[config.mk]
export PLATFORM = sky130hd
export DESIGN_NAME = ifu_fetch_queue
export DESIGN_NICKNAME = d
export VERILOG_FILES = /design/src/rtl/ifu_fetch_queue.sv
export SDC_FILE = /design/constraint.sdc
export NUM_CORES = 1
export LEC_CHECK = 0
export CORE_MARGIN = 5
export CORE_UTILIZATION = 23
export CTS_CLUSTER_SIZE = 12
export DETAILED_ROUTE_END_ITERATION = 7
export SYNTH_ARGS = -nofsm -noshare
export SYNTH_HDL_FRONTEND = slang
export SYNTH_SLANG_ARGS = --single-unit
[constraint.sdc]
create_clock -name clk -period 12.15 [get_ports clk]
set_input_delay 3.645 -clock clk [delete_from_list [all_inputs] [get_ports clk]]
set_output_delay 3.645 -clock clk [all_outputs]
set_load 0.005 [all_outputs]
[src/rtl/ifu_fetch_queue.sv]
// Instruction fetch unit: sequential valid/ready fetch requests, an in-order
// instruction queue toward decode, and redirect flush with stale-response drop.
module ifu_fetch_queue #(
  parameter int XLEN = 32,
  parameter int DEPTH = 4,
  parameter logic [XLEN-1:0] RESET_PC = 'h8000_0000
) (
  input  logic                       clk,
  input  logic                       rst,
  output logic                       req_valid,
  input  logic                       req_ready,
  output logic [XLEN-1:0]            req_addr,
  input  logic                       rsp_valid,
  input  logic [31:0]                rsp_data,
  input  logic                       rsp_err,
  output logic                       out_valid,
  input  logic                       out_ready,
  output logic [XLEN-1:0]            out_pc,
  output logic [31:0]                out_inst,
  output logic                       out_err,
  input  logic                       redirect_valid,
  input  logic [XLEN-1:0]            redirect_pc,
  output logic [$clog2(DEPTH+1)-1:0] occupancy
);

  localparam int CW = $clog2(DEPTH + 1);
  localparam int PW = $clog2(DEPTH);

  logic [XLEN-1:0]  fetch_pc;
  logic [XLEN-1:0]  head_pc;
  logic [31:0]      inst_q [DEPTH];
  logic [DEPTH-1:0] err_q;
  logic [PW-1:0]    rd_ptr;
  logic [PW-1:0]    wr_ptr;
  logic [CW-1:0]    count;
  logic [CW-1:0]    inflight;
  logic [CW-1:0]    drop;
  logic [CW:0]      used;
  logic             req_fire;
  logic             rsp_ok;
  logic             push;
  logic             pop;

  // Credit covers both buffered and outstanding words so responses never overflow
  assign used      = {1'b0, count} + {1'b0, inflight};
  assign req_valid = !rst && !redirect_valid && (used < (CW+1)'(DEPTH));
  assign req_addr  = fetch_pc;
  assign req_fire  = req_valid && req_ready;
  assign rsp_ok    = rsp_valid && (inflight != '0);
  assign push      = rsp_ok && (drop == '0);
  assign out_valid = (count != '0);
  assign pop       = out_valid && out_ready;
  assign out_pc    = head_pc;
  assign out_inst  = inst_q[rd_ptr];
  assign out_err   = err_q[rd_ptr];
  assign occupancy = count;

  always_ff @(posedge clk or posedge rst) begin
    if (rst) begin
      fetch_pc <= RESET_PC;
      head_pc  <= RESET_PC;
      rd_ptr   <= '0;
      wr_ptr   <= '0;
      count    <= '0;
      inflight <= '0;
      drop     <= '0;
      err_q    <= '0;
      for (int i = 0; i < DEPTH; i++) inst_q[i] <= '0;
    end else begin
      inflight <= inflight + CW'(req_fire) - CW'(rsp_ok);
      if (redirect_valid) begin
        // Everything still outstanding belongs to the abandoned path
        fetch_pc <= {redirect_pc[XLEN-1:2], 2'b00};
        head_pc  <= {redirect_pc[XLEN-1:2], 2'b00};
        rd_ptr   <= '0;
        wr_ptr   <= '0;
        count    <= '0;
        drop     <= inflight - CW'(rsp_ok);
      end else begin
        if (req_fire) fetch_pc <= fetch_pc + XLEN'(4);
        if (rsp_ok && (drop != '0)) drop <= drop - CW'(1);
        if (push) begin
          inst_q[wr_ptr] <= rsp_data;
          err_q[wr_ptr]  <= rsp_err;
          wr_ptr         <= wr_ptr + PW'(1);
        end
        if (pop) begin
          rd_ptr  <= rd_ptr + PW'(1);
          head_pc <= head_pc + XLEN'(4);
        end
        count <= count + CW'(push) - CW'(pop);
      end
    end
  end

endmodule
# Word level (Yosys, flattened, before mapping)
# Index checks and enable logic that the tools add are counted.
classes:
  addsub: 11
  n_div: 0
  muxes: 22
  eq_ne: 0
  shifts: 0
  order_cmp: 7
  multipliers: 0
  bitwise: 3
  n_reduce_logical: 20
op_table:
  columns: ["op", "count"]
  rows:
  - ["$mux W32", 7]
  - ["$bwmux W128", 1]
  - ["$add A32 B3 Y32 const B", 2]
  - ["$bmux W32 S2", 1]
  - ["$demux W32 S2", 1]
  - ["$logic_and A1 B1 Y1", 9]
  - ["$mux W3", 3]
  - ["$reduce_bool A3 Y1", 3]
  - ["$sub A3 B1 Y3", 3]
  - ["$mux W2", 4]
  - ["$reduce_bool A2 Y1", 4]
  - ["$add A3 B1 Y3", 2]
  - ["$ge A3 B3 Y1 const B", 2]
  - ["$lt A2 B3 Y1 const B", 2]
  - ["$not A2 Y3", 2]
  - ["$add A2 B1 Y2 const B", 2]
  - ["$add A3 B3 Y4", 1]
  - ["$bwmux W4", 1]
  - ["$lt A4 B3 Y1 const B", 1]
  - ["$logic_not A3 Y1", 1]
  - ["$lt A3 B1 Y1 const B", 1]
  - ["$sub A3 B1 Y3 const B", 1]
  - ["$bmux W1 S2", 1]
  - ["$demux W1 S2", 1]
  - ["5 further kinds", 7]
word_totals:
  mem_count: 0
  ramBits: 0
  ff_bits: 209
  input_bits: 71
  word_cells: 75
  romBits: 0
  out_inout_bits: 102
  latchBits: 0

# Depth between registers and ports, before layout
logic_depth:
  word_depth: 6
  depth_mapped: 12
  mapped_depth_nobuf: 11

# Worst setup path after synthesis
# Ideal clock, no wire load.
synth_timing:
  kind: "input to output"
  start: "in redirect_valid"
  end: "out req_valid"
  slack_ps: 4046
  arrival_ps: 4459
  cell_stages: 4
  n_path_buf: 2
  required_time_ps: 8505
  cell_sequence: "inv_1 -> clkbuf_1 -> clkbuf_1 -> and3_1"
synth_via:
  elab_chain_cells: 3
synth_lines:
  columns: ["item", "line", "rtl"]
  rows:
  - ["start, declared", "21", "input logic redirect_valid,"]
  - ["$logic_not A1 Y1", "46", "assign req_valid = !rst && !redirect_valid && (used < (CW+1)'(DEPTH));"]
  - ["$logic_and A1 B1 Y1 (2 in a row)", "46", null]
  - ["end, declared", "10", "output logic req_valid,"]
# No other way between the ends.

# Worst setup path after layout
layout_timing:
  start: "in rst"
  end: "out req_valid"
layout_via:
  elab_chain_cells: 3
layout_lines:
  columns: ["item", "line", "rtl"]
  rows:
  - ["start, declared", "9", "input logic rst,"]
  - ["$logic_not A1 Y1 (no source line)", null, null]
  - ["$logic_and A1 B1 Y1 (2 in a row)", "46", null]
# No other way between the ends.

==> flow_metrics.tcl <==
set metrics [dict create \
    status "completed" \
    cpPeakStageDelay_ns 0.53 \
    synthTopCellsByArea "dfrtp_1, mux2_1, mux4_2" \
    ant_nets 0 \
    synth-edff-count 0 \
    yosysWarningCount 0 \
    fin_worst_skew_ns 0.00749 \
    drive_gt1_frac 0.127 \
    path_delay_family "buffers and inverters" \
    start_kind "input port" \
    fp.dieH_um 218 \
    synth_area_sq_um 9950 \
    drtIter0Drc 404 \
    critPathKind "input port to primary output" \
    insertion_delay_ns 0.52 \
    grt_pass1_wl_um 42800 \
    post_cts_resize_count 0 \
    rows 76 \
    r2r-start "occupancy[2]" \
    endpoint_kind "primary output" \
    grt_usage 0.113 \
    cpMostUsedCell "clkdlybuf4s50_1" \
    slowest_stage "clkdlybuf4s50_1" \
    first_pass_iters 4 \
    layout.nets 1009 \
    clk_pin_slew_ns 0.06 \
    grt_overflow_total 0 \
    holdBufCountCts 0 \
    synth_common_cells "dfrtp_1, mux2_1, nand2_1" \
    synth_top_area_cell "dfrtp_1" \
    fmax_ghz 0.113 \
    syn_inst 762 \
    globalplace.congestion 0.794 \
    maxCapViolations 0 \
    hold_depth 1 \
    syn_avg_cell_area_sq_um 13.1 \
    relSlewSlack 0.286 \
    r2r_setup_slack_ns 8.47 \
    worst-path-buf-inv 2 \
    viasPerCell 4.38 \
    crit_arrival_ns 5.24 \
    post_cts_buffers 0 \
    avgRoutedWirePerCell_um 17.8 \
    finalWirelength_um 27100 \
    fin_setup_tns_ns 0 \
    areaGrowthSynthToFinish_pct 29.9 \
    portBuffers 166 \
    rsz0062_at_grt "no" \
    synth_most_common_cell "dfrtp_1" \
    clockRootBuffer "clkbuf_16" \
    clock-sinks 205 \
    period_share 0.732 \
    hold_class "flop to flop" \
    drc_errors 0 \
    synth_top_cell_area_share 0.511 \
    min_period_ns 8.89 \
    hold_end "inst_q[80]" \
    cts_buffer_depth 3 \
    vdd_drop_max_v 0.0000882 \
    setup_violations 0 \
    vias 6671 \
    power_density_nw_per_um2 186 \
    hp-start "inst_q[80]" \
    die_area_sq_um 47500 \
    dp_hpwl_um 18100 \
    required_ns 8.50 \
    crit_start "rst" \
    crit_fanout 3 \
    synth_seq_cells 205 \
    p_leak_nw 5.53 \
    hold_viol 0 \
    io_pins 173 \
    fp.coreArea_sq_um 42900 \
    async_flop_share 1.00 \
    final_util 0.301 \
    nFillCells 4381 \
    path_cells "clkdlybuf4s50_1 -> nor4_1 -> and3_1 -> clkdlybuf4s50_1" \
    r2r_cells 10 \
    slew_violations 0 \
    grt_max_degree 134 \
    tightest_slew_ns 1.07 \
    yosys.cell_types.count 51 \
    cts_tree "built" \
    reg2reg_to "inflight[2]" \
    h-tree-depth 1 \
    ys_seq_area_frac 0.516 \
    grt_pass1_vias 7107 \
    start_util 0.232 \
    synth_ff_type "dfrtp_1" \
    grt_antenna_before_repair 0 \
    fp.dieW_um 218 \
    cts_made_buffers 24 \
]
worst reg2reg max path, delay by kind of cell, from the launching register on:
kind,cells,cell delay [ns]
xor gates and xnor gates,2,0.33
DFF,1,0.57
buffers and inverters,2,0.40
adders and majority gates,4,1.25
and+or+nand+nor,2,1.04
flip-flops by register name (all words and copies together) (netlist names):
register / count
inflight: 3
err_q: 4
req_addr: 30
occupancy: 3
inst_q: 128
rd_ptr: 2
wr_ptr: 2
drop: 3
out_pc: 30
per-layer routing:
layer,vias up,routed length [um],track usage
met5,-,0,0
met4,0,352,0.0170
met3,28,2680,0.0450
met2,210,12100,0.177
met1,3349,11900,0.151
li1,3084,-,-
layout make-up:
| class | instances | area (sq um) | area share |
|---|---|---|---|
| Inverter | 18 | 75.1 | 0.00581 |
| Tap cell | 585 | 732 | 0.0566 |
| Clock inverter | 7 | 98.8 | 0.00765 |
| Timing Repair Buffer | 173 | 1710 | 0.132 |
| Antenna cell | 1 | 2.50 | 0.000194 |
| Multi-Input combinational cell | 498 | 4470 | 0.346 |
| Sequential cell | 205 | 5130 | 0.397 |
| Clock buffer | 35 | 702 | 0.0543 |
per-stage QoR:
step	total power, mW	cell area [sq um]	cells	setup slack [ns]	hold WS (ns)
global route	2.56	12900	1521	3.15	0.495
finish	2.40	12900	1522	3.26	0.479
CTS	2.45	12900	1521	3.24	0.483
global placement	1.68	12100	1479	3.26	0.461
floorplan	1.33	9960	765	2.91	0.452
detailed placement	1.70	12100	1479	3.25	0.469
report_power, final:
part | switching (mW) | internal, mW
clock | 0.287 | 0.442
sequential | 0.107 | 0.838
combinational | 0.288 | 0.440
worst max path at each step:
stage | to | cells past startpoint
6_report | req_valid | 4
3_5_place_dp | req_valid | 4
3_3_place_gp | req_valid | 4
5_1_grt | req_valid | 4
4_1_cts | req_valid | 4
2_1_floorplan | drop[0] | 1
cells by family (layout without fill, tap and decap cells):
| logic type | after synthesis | in the layout | synth area share |
|---|---|---|---|
| AND/OR/NAND/NOR | 182 | 182 | 0.101 |
| other | 1 | 5 | 0.000377 |
| adder cells (fa/ha/maj) | 18 | 18 | 0.0242 |
| AO/OA/AOI/OAI | 78 | 78 | 0.0519 |
| buffers and inverters | 62 | 233 | 0.0362 |
| flip-flops | 205 | 205 | 0.516 |
| XOR/XNOR | 46 | 46 | 0.0405 |
| multiplexers | 170 | 170 | 0.230 |
cells in the final DEF, fill, tap and decap left out, types with 4 or more instances in the layout:
cell,n
dfrtp_1,201
clkdlybuf4s50_1,165
mux2_1,121
nand2_1,57
nand3_1,34
mux4_2,33
xor2_1,30
clkbuf_16,24
nor2_1,22
o21ai_0,21
nand4_1,18
mux2_2,16
xnor2_1,16
ha_1,16
o21ai_1,15
inv_1,15
o211ai_1,14
and3_1,9
buf_4,7
o311ai_0,6
clkbuf_8,6
or3_1,5
and4_1,5
clkbuf_1,5
and2_2,4
a31oi_1,4
a21boi_0,4
o311ai_1,4
conb_1,4
Note: power is estimated with default switching activity, not from simulation.
